**src/rtl/step_coil_driver.sv**
```systemverilog
// rtl/step_coil_driver.sv - stepper coil sequencer with dwell, one-deep request queue and enable gating
// Optional half-step sequencing when STEP_COIL_HALF_STEP_EN is defined.
module step_coil_driver #(
    parameter int DWELL = 4
) (
    input  logic       clk,
    input  logic       rst,
    input  logic [3:0] st,
    input  logic       dir,
    input  logic       en,
    output logic [3:0] coil,
    output logic       busy,
    output logic [7:0] pos,
    output logic       ovf
);

`ifdef STEP_COIL_HALF_STEP_EN
    localparam int PW = 3;

    function automatic logic [3:0] pattern(input logic [PW-1:0] p);
        case (p)
            3'd0:    pattern = 4'b0001;
            3'd1:    pattern = 4'b0011;
            3'd2:    pattern = 4'b0010;
            3'd3:    pattern = 4'b0110;
            3'd4:    pattern = 4'b0100;
            3'd5:    pattern = 4'b1100;
            3'd6:    pattern = 4'b1000;
            default: pattern = 4'b1001;
        endcase
    endfunction
`else
    localparam int PW = 2;

    function automatic logic [3:0] pattern(input logic [PW-1:0] p);
        case (p)
            2'd0:    pattern = 4'b0011;
            2'd1:    pattern = 4'b0110;
            2'd2:    pattern = 4'b1100;
            default: pattern = 4'b1001;
        endcase
    endfunction
`endif

    typedef enum logic [1:0] {
        IDLE = 2'd0,
        STEP = 2'd1,
        HOLD = 2'd2
    } state_t;

    state_t          state, state_nxt;
    logic [3:0]      st_q;
    logic            en_q;
    logic [PW-1:0]   phase, phase_nxt;
    logic [7:0]      pos_nxt;
    logic [7:0]      dcnt;
    logic            pending;
    logic            energised, energised_nxt;
    logic            req;

    assign req  = en & (st != st_q);
    assign busy = (state == STEP) || (state == HOLD);

    always_comb begin
        state_nxt = state;
        case (state)
            IDLE:    if (req || (en && pending)) state_nxt = STEP;
            STEP:    state_nxt = HOLD;
            HOLD:    if (dcnt == 8'd0) state_nxt = IDLE;
            default: state_nxt = IDLE;
        endcase
    end

    // A step only moves the rotor while enabled; coils stay dark after reset
    // until a step completes or enable is re-asserted.
    always_comb begin
        phase_nxt     = phase;
        pos_nxt       = pos;
        energised_nxt = energised | (en & ~en_q);
        if (state == STEP && en) begin
            phase_nxt     = dir ? phase + 1'b1 : phase - 1'b1;
            pos_nxt       = dir ? pos + 8'd1 : pos - 8'd1;
            energised_nxt = 1'b1;
        end
    end

    always_ff @(posedge clk) begin
        if (rst) begin
            state     <= IDLE;
            st_q      <= st;
            en_q      <= en;
            phase     <= '0;
            pos       <= 8'd0;
            coil      <= 4'b0000;
            ovf       <= 1'b0;
            pending   <= 1'b0;
            dcnt      <= 8'd0;
            energised <= 1'b0;
        end else begin
            state     <= state_nxt;
            st_q      <= st;
            en_q      <= en;
            phase     <= phase_nxt;
            pos       <= pos_nxt;
            energised <= energised_nxt;
            coil      <= (en && energised_nxt) ? pattern(phase_nxt) : 4'b0000;

            case (state)
                STEP:    dcnt <= 8'(DWELL - 1);
                HOLD:    if (dcnt != 8'd0) dcnt <= dcnt - 8'd1;
                default: dcnt <= 8'd0;
            endcase

            // In IDLE a pending request is consumed; a coincident new one re-arms it.
            if (state == IDLE) begin
                pending <= req & pending;
            end else if (req) begin
                if (pending) ovf <= 1'b1;
                else         pending <= 1'b1;
            end else if (state == HOLD && dcnt == 8'd0 && !en) begin
                pending <= 1'b0;
            end
        end
    end

endmodule

```
**config.mk**
```make
export PLATFORM = sky130hd
export DESIGN_NAME = step_coil_driver
export DESIGN_NICKNAME = d
export VERILOG_FILES = /design/src/rtl/step_coil_driver.sv
export SDC_FILE = /design/constraint.sdc
export NUM_CORES = 1
export LEC_CHECK = 0
export ABC_AREA = 1
export BUFFER_PORTS_ARGS = -buffer_cell sky130_fd_sc_hd__buf_2
export CAP_MARGIN = 30
export CORE_ASPECT_RATIO = 0.8
export CORE_MARGIN = 2
export CORE_UTILIZATION = 50
export CTS_CLUSTER_SIZE = 30
export DETAILED_ROUTE_END_ITERATION = 16
export GPL_ROUTABILITY_DRIVEN = 0
export GPL_TIMING_DRIVEN = 0
export PLACE_DENSITY = 0.73
export SKIP_LAST_GASP = 1
export SLEW_MARGIN = 20
export SYNTH_ARGS = -nofsm -noshare
export SYNTH_HDL_FRONTEND = slang
export SYNTH_SLANG_ARGS = --single-unit
```
**constraint.sdc**
```tcl
create_clock -name clk -period 2.95 [get_ports clk]
set_input_delay 0.59 -clock clk [delete_from_list [all_inputs] [get_ports clk]]
set_output_delay 0.59 -clock clk [all_outputs]
set_load 0.02 [all_outputs]
```
==> run_results.csv <==
group,metric,value,unit
die,die_y,56.2,um
routing,drt-wirelength-per-cell,10.1,um
die,start_util,53.6,%
critical_path,worst-path-buf-inv,4,
finish,layout_common_cells,"44 x inv_1, 37 x nand2_1, 32 x dfxtp_1",
finish,antennaDiodeCount,0,
critical_path,slowest_stage,"ha_1",
routing,via_per_inst,4.68,
global_routing,grt_pass1_wl,5400,um
clock_tree,cts_tree,"yes",
timing,timing.hold.ws,0.429,ns
routing,drt_iter0_drc,57,
critical_path,arrival,2.05,ns
worst_hold_path,min_path_type,"in -> reg",
global_routing,grt-ovfl-total,0,
timing,worstMarginPinSlew,0.348,ns
finish,drive_above_1_share,15.6,%
timing,fin_tns_setup,0,ns
finish,final_common_cell,"inv_1",
critical_path,worst_path_most_repeated_cell,"inv_1",
critical_path,worstSetupPathType,"in -> reg",
power,leakagePower,1.05,nW
global_routing,grt_start_max_net_pins,11,
critical_path,start_kind,"input port",
critical_path,path_max_fanout,9,
synth,syn_nets,252,
synth,synthesis.area,1700,um^2
critical_path,required,3.14,ns
routing,first_pass_iters,4,
timing,finalHoldViolCount,0,
clock_tree,cts.path.max_buffers,2,
power,ir_drop,0.487,mV
finish,fillers,289,
die,rows,18,
synth,synth.distinct_cells,28,
power,totalPowerFinal,1.77,mW
global_routing,global_route.usage.met2,23.4,%
die,design.core.area,3180,um^2
routing,wl,2980,um
global_routing,antenna_found_initial,0,
global_routing,grt_pass1_vias,1226,
synth,netlist_instances,228,
place,postPlaceCellArea,1850,um^2
clock_tree,cts_resized,0,
synth,synth.avg_cell_area,7.46,um^2
place,pre_cts_ws,0.827,ns
global_routing,top_usage_layer,"met1",
die,die_area,3890,um^2
routing,vias,1386,
place,port_buffers,20,
finish,final_util,61.7,%
outcome,outcome,"complete, no violations",
synth,synth-seq-cells,32,
finish,area_growth,15.1,%
timing,drv_slew,0,
die,die_x,69.2,um
clock_tree,post_cts_buffers,0,
critical_path,worstSetupEndpointType,"flop",
synth,ys_seq_area_share,37.6,%
critical_path,path_cells,"buf_2 > inv_1 > ha_1 > a21oi_1 > o21ai_2 > a21oi_1 > inv_1 > nand2_1 > nand3_1 > nand2_1 > inv_1",
clock_tree,cts_hold_buf,0,
clock_tree,clk_pin_slew,0.07,ns
timing,rsz0062_at_grt,"false",
timing,relSlewSlack,76.8,%
power,power_density,904,nW/um^2
finish,final_cell_count_no_fill,296,
timing,max_clock_freq,538,MHz
synth,yosys_warnings,0,
clock_tree,cts_root_buf,"clkbuf_8",
finish,num-nets-final,279,
timing,setup-violations-final,0,
critical_path,critPathTopFamily,"compound AO/OA/AOI/OAI gates",
finish,fin_area,1960,um^2
timing,skew,0.00518,ns
clock_tree,cts.sinks,32,
place,dp.cells,288,
global_routing,met1_usage,25.4,%
run,cap_viol_max_count,0,
timing,period_minus_slack,1.86,ns
timing,fin_ws,1.09,ns
routing,ant_nets,0,
clock_tree,numCtsBuffers,5,
clock_tree,clk_latency,0.29,ns
die,boundaryPins,22,
global_routing,grt_usage,17.8,%
clock_tree,cts_max_level,2,
timing,fin_crit_sh,63.0,%
critical_path,worst_path_largest_cell_delay,0.34,ns
routing,drc_errors,0,
place,hpwl,2190,um
global_routing,use_met3,5.07,%
area by class of cell:
class                   count  area, um^2  area share, %
multi-input cells         148         875           44.6
flip-flops and latches     32         641           32.7
inverters                  45         169           8.62
repair buffers             20         100           5.11
clock buffers               6        72.6           3.70
well taps                  40        50.0           2.55
clock inverters             2        35.0           1.79
plain buffers               3        17.5          0.894
metal layers:
layer | vias up | wire (um)
met5 | - | 0
met4 | 0 | 30
met3 | 2 | 176
met2 | 32 | 1180
met1 | 583 | 1600
li1 | 769 | -
state kept, by name (all words and copies together), names as in the netlist:
register	count
state	2
st_q	4
pos	8
ovf	1
pending	1
en_q	1
coil	4
energised	1
dcnt	8
phase	2
cell families (layout without fill, tap and decap cells):
family	Yosys count	count (layout)	share of synthesized area (%)
adder cells (fa/ha/maj)	16	16	12.2
XOR/XNOR	10	10	5.15
buffers and inverters	48	76	11.0
flip-flops	32	32	37.6
AO/OA/AOI/OAI	28	28	9.27
AND/OR/NAND/NOR	94	94	24.8
synth_stat cells:
| cell type | instances | area share (%) |
|---|---|---|
| a211oi_1 | 1 | 0.44 |
| a21oi_1 | 11 | 3.2 |
| buf_2 | 2 | 0.59 |
| buf_4 | 1 | 0.44 |
| dfxtp_1 | 32 | 38 |
| fa_1 | 1 | 1.2 |
| ha_1 | 15 | 11 |
| inv_1 | 44 | 9.7 |
| inv_2 | 1 | 0.22 |
| nand2_1 | 37 | 8.2 |
| nand2_2 | 3 | 1.1 |
| nand3_1 | 13 | 3.8 |
| nand3_2 | 1 | 0.59 |
| nand3b_1 | 2 | 0.88 |
| nand4_1 | 3 | 1.1 |
| nor2_1 | 27 | 6.0 |
| nor2_2 | 2 | 0.74 |
| nor3_1 | 3 | 0.88 |
| nor3_2 | 2 | 1.2 |
| o211ai_1 | 3 | 1.3 |
| o21ai_0 | 8 | 2.4 |
| o21ai_1 | 2 | 0.59 |
| o21ai_2 | 1 | 0.51 |
| o21bai_1 | 1 | 0.44 |
| o22ai_1 | 1 | 0.37 |
| or2_0 | 1 | 0.37 |
| xnor2_1 | 3 | 1.5 |
| xor2_1 | 7 | 3.6 |
final timing paths:
check | start | end | depth (start not counted) | slack, ns
hold reg to reg | ovf | ovf | 2 | 0.45
hold / removal | st[3] | st_q[3] | 1 | 0.43
setup reg to reg | state[1] | coil[1] | 10 | 1.17
setup / recovery | dir | pos[5] | 11 | 1.09
where the power goes:
group	internal, mW	switching (mW)	leakage, nW	total [mW]
Sequential	0.514	0.0577	0.262	0.572
Combinational	0.303	0.483	0.735	0.786
Clock	0.250	0.163	0.0552	0.413
Total	1.07	0.703	1.05	1.77
No activity file was read; power rests on OpenSTA's default activity.
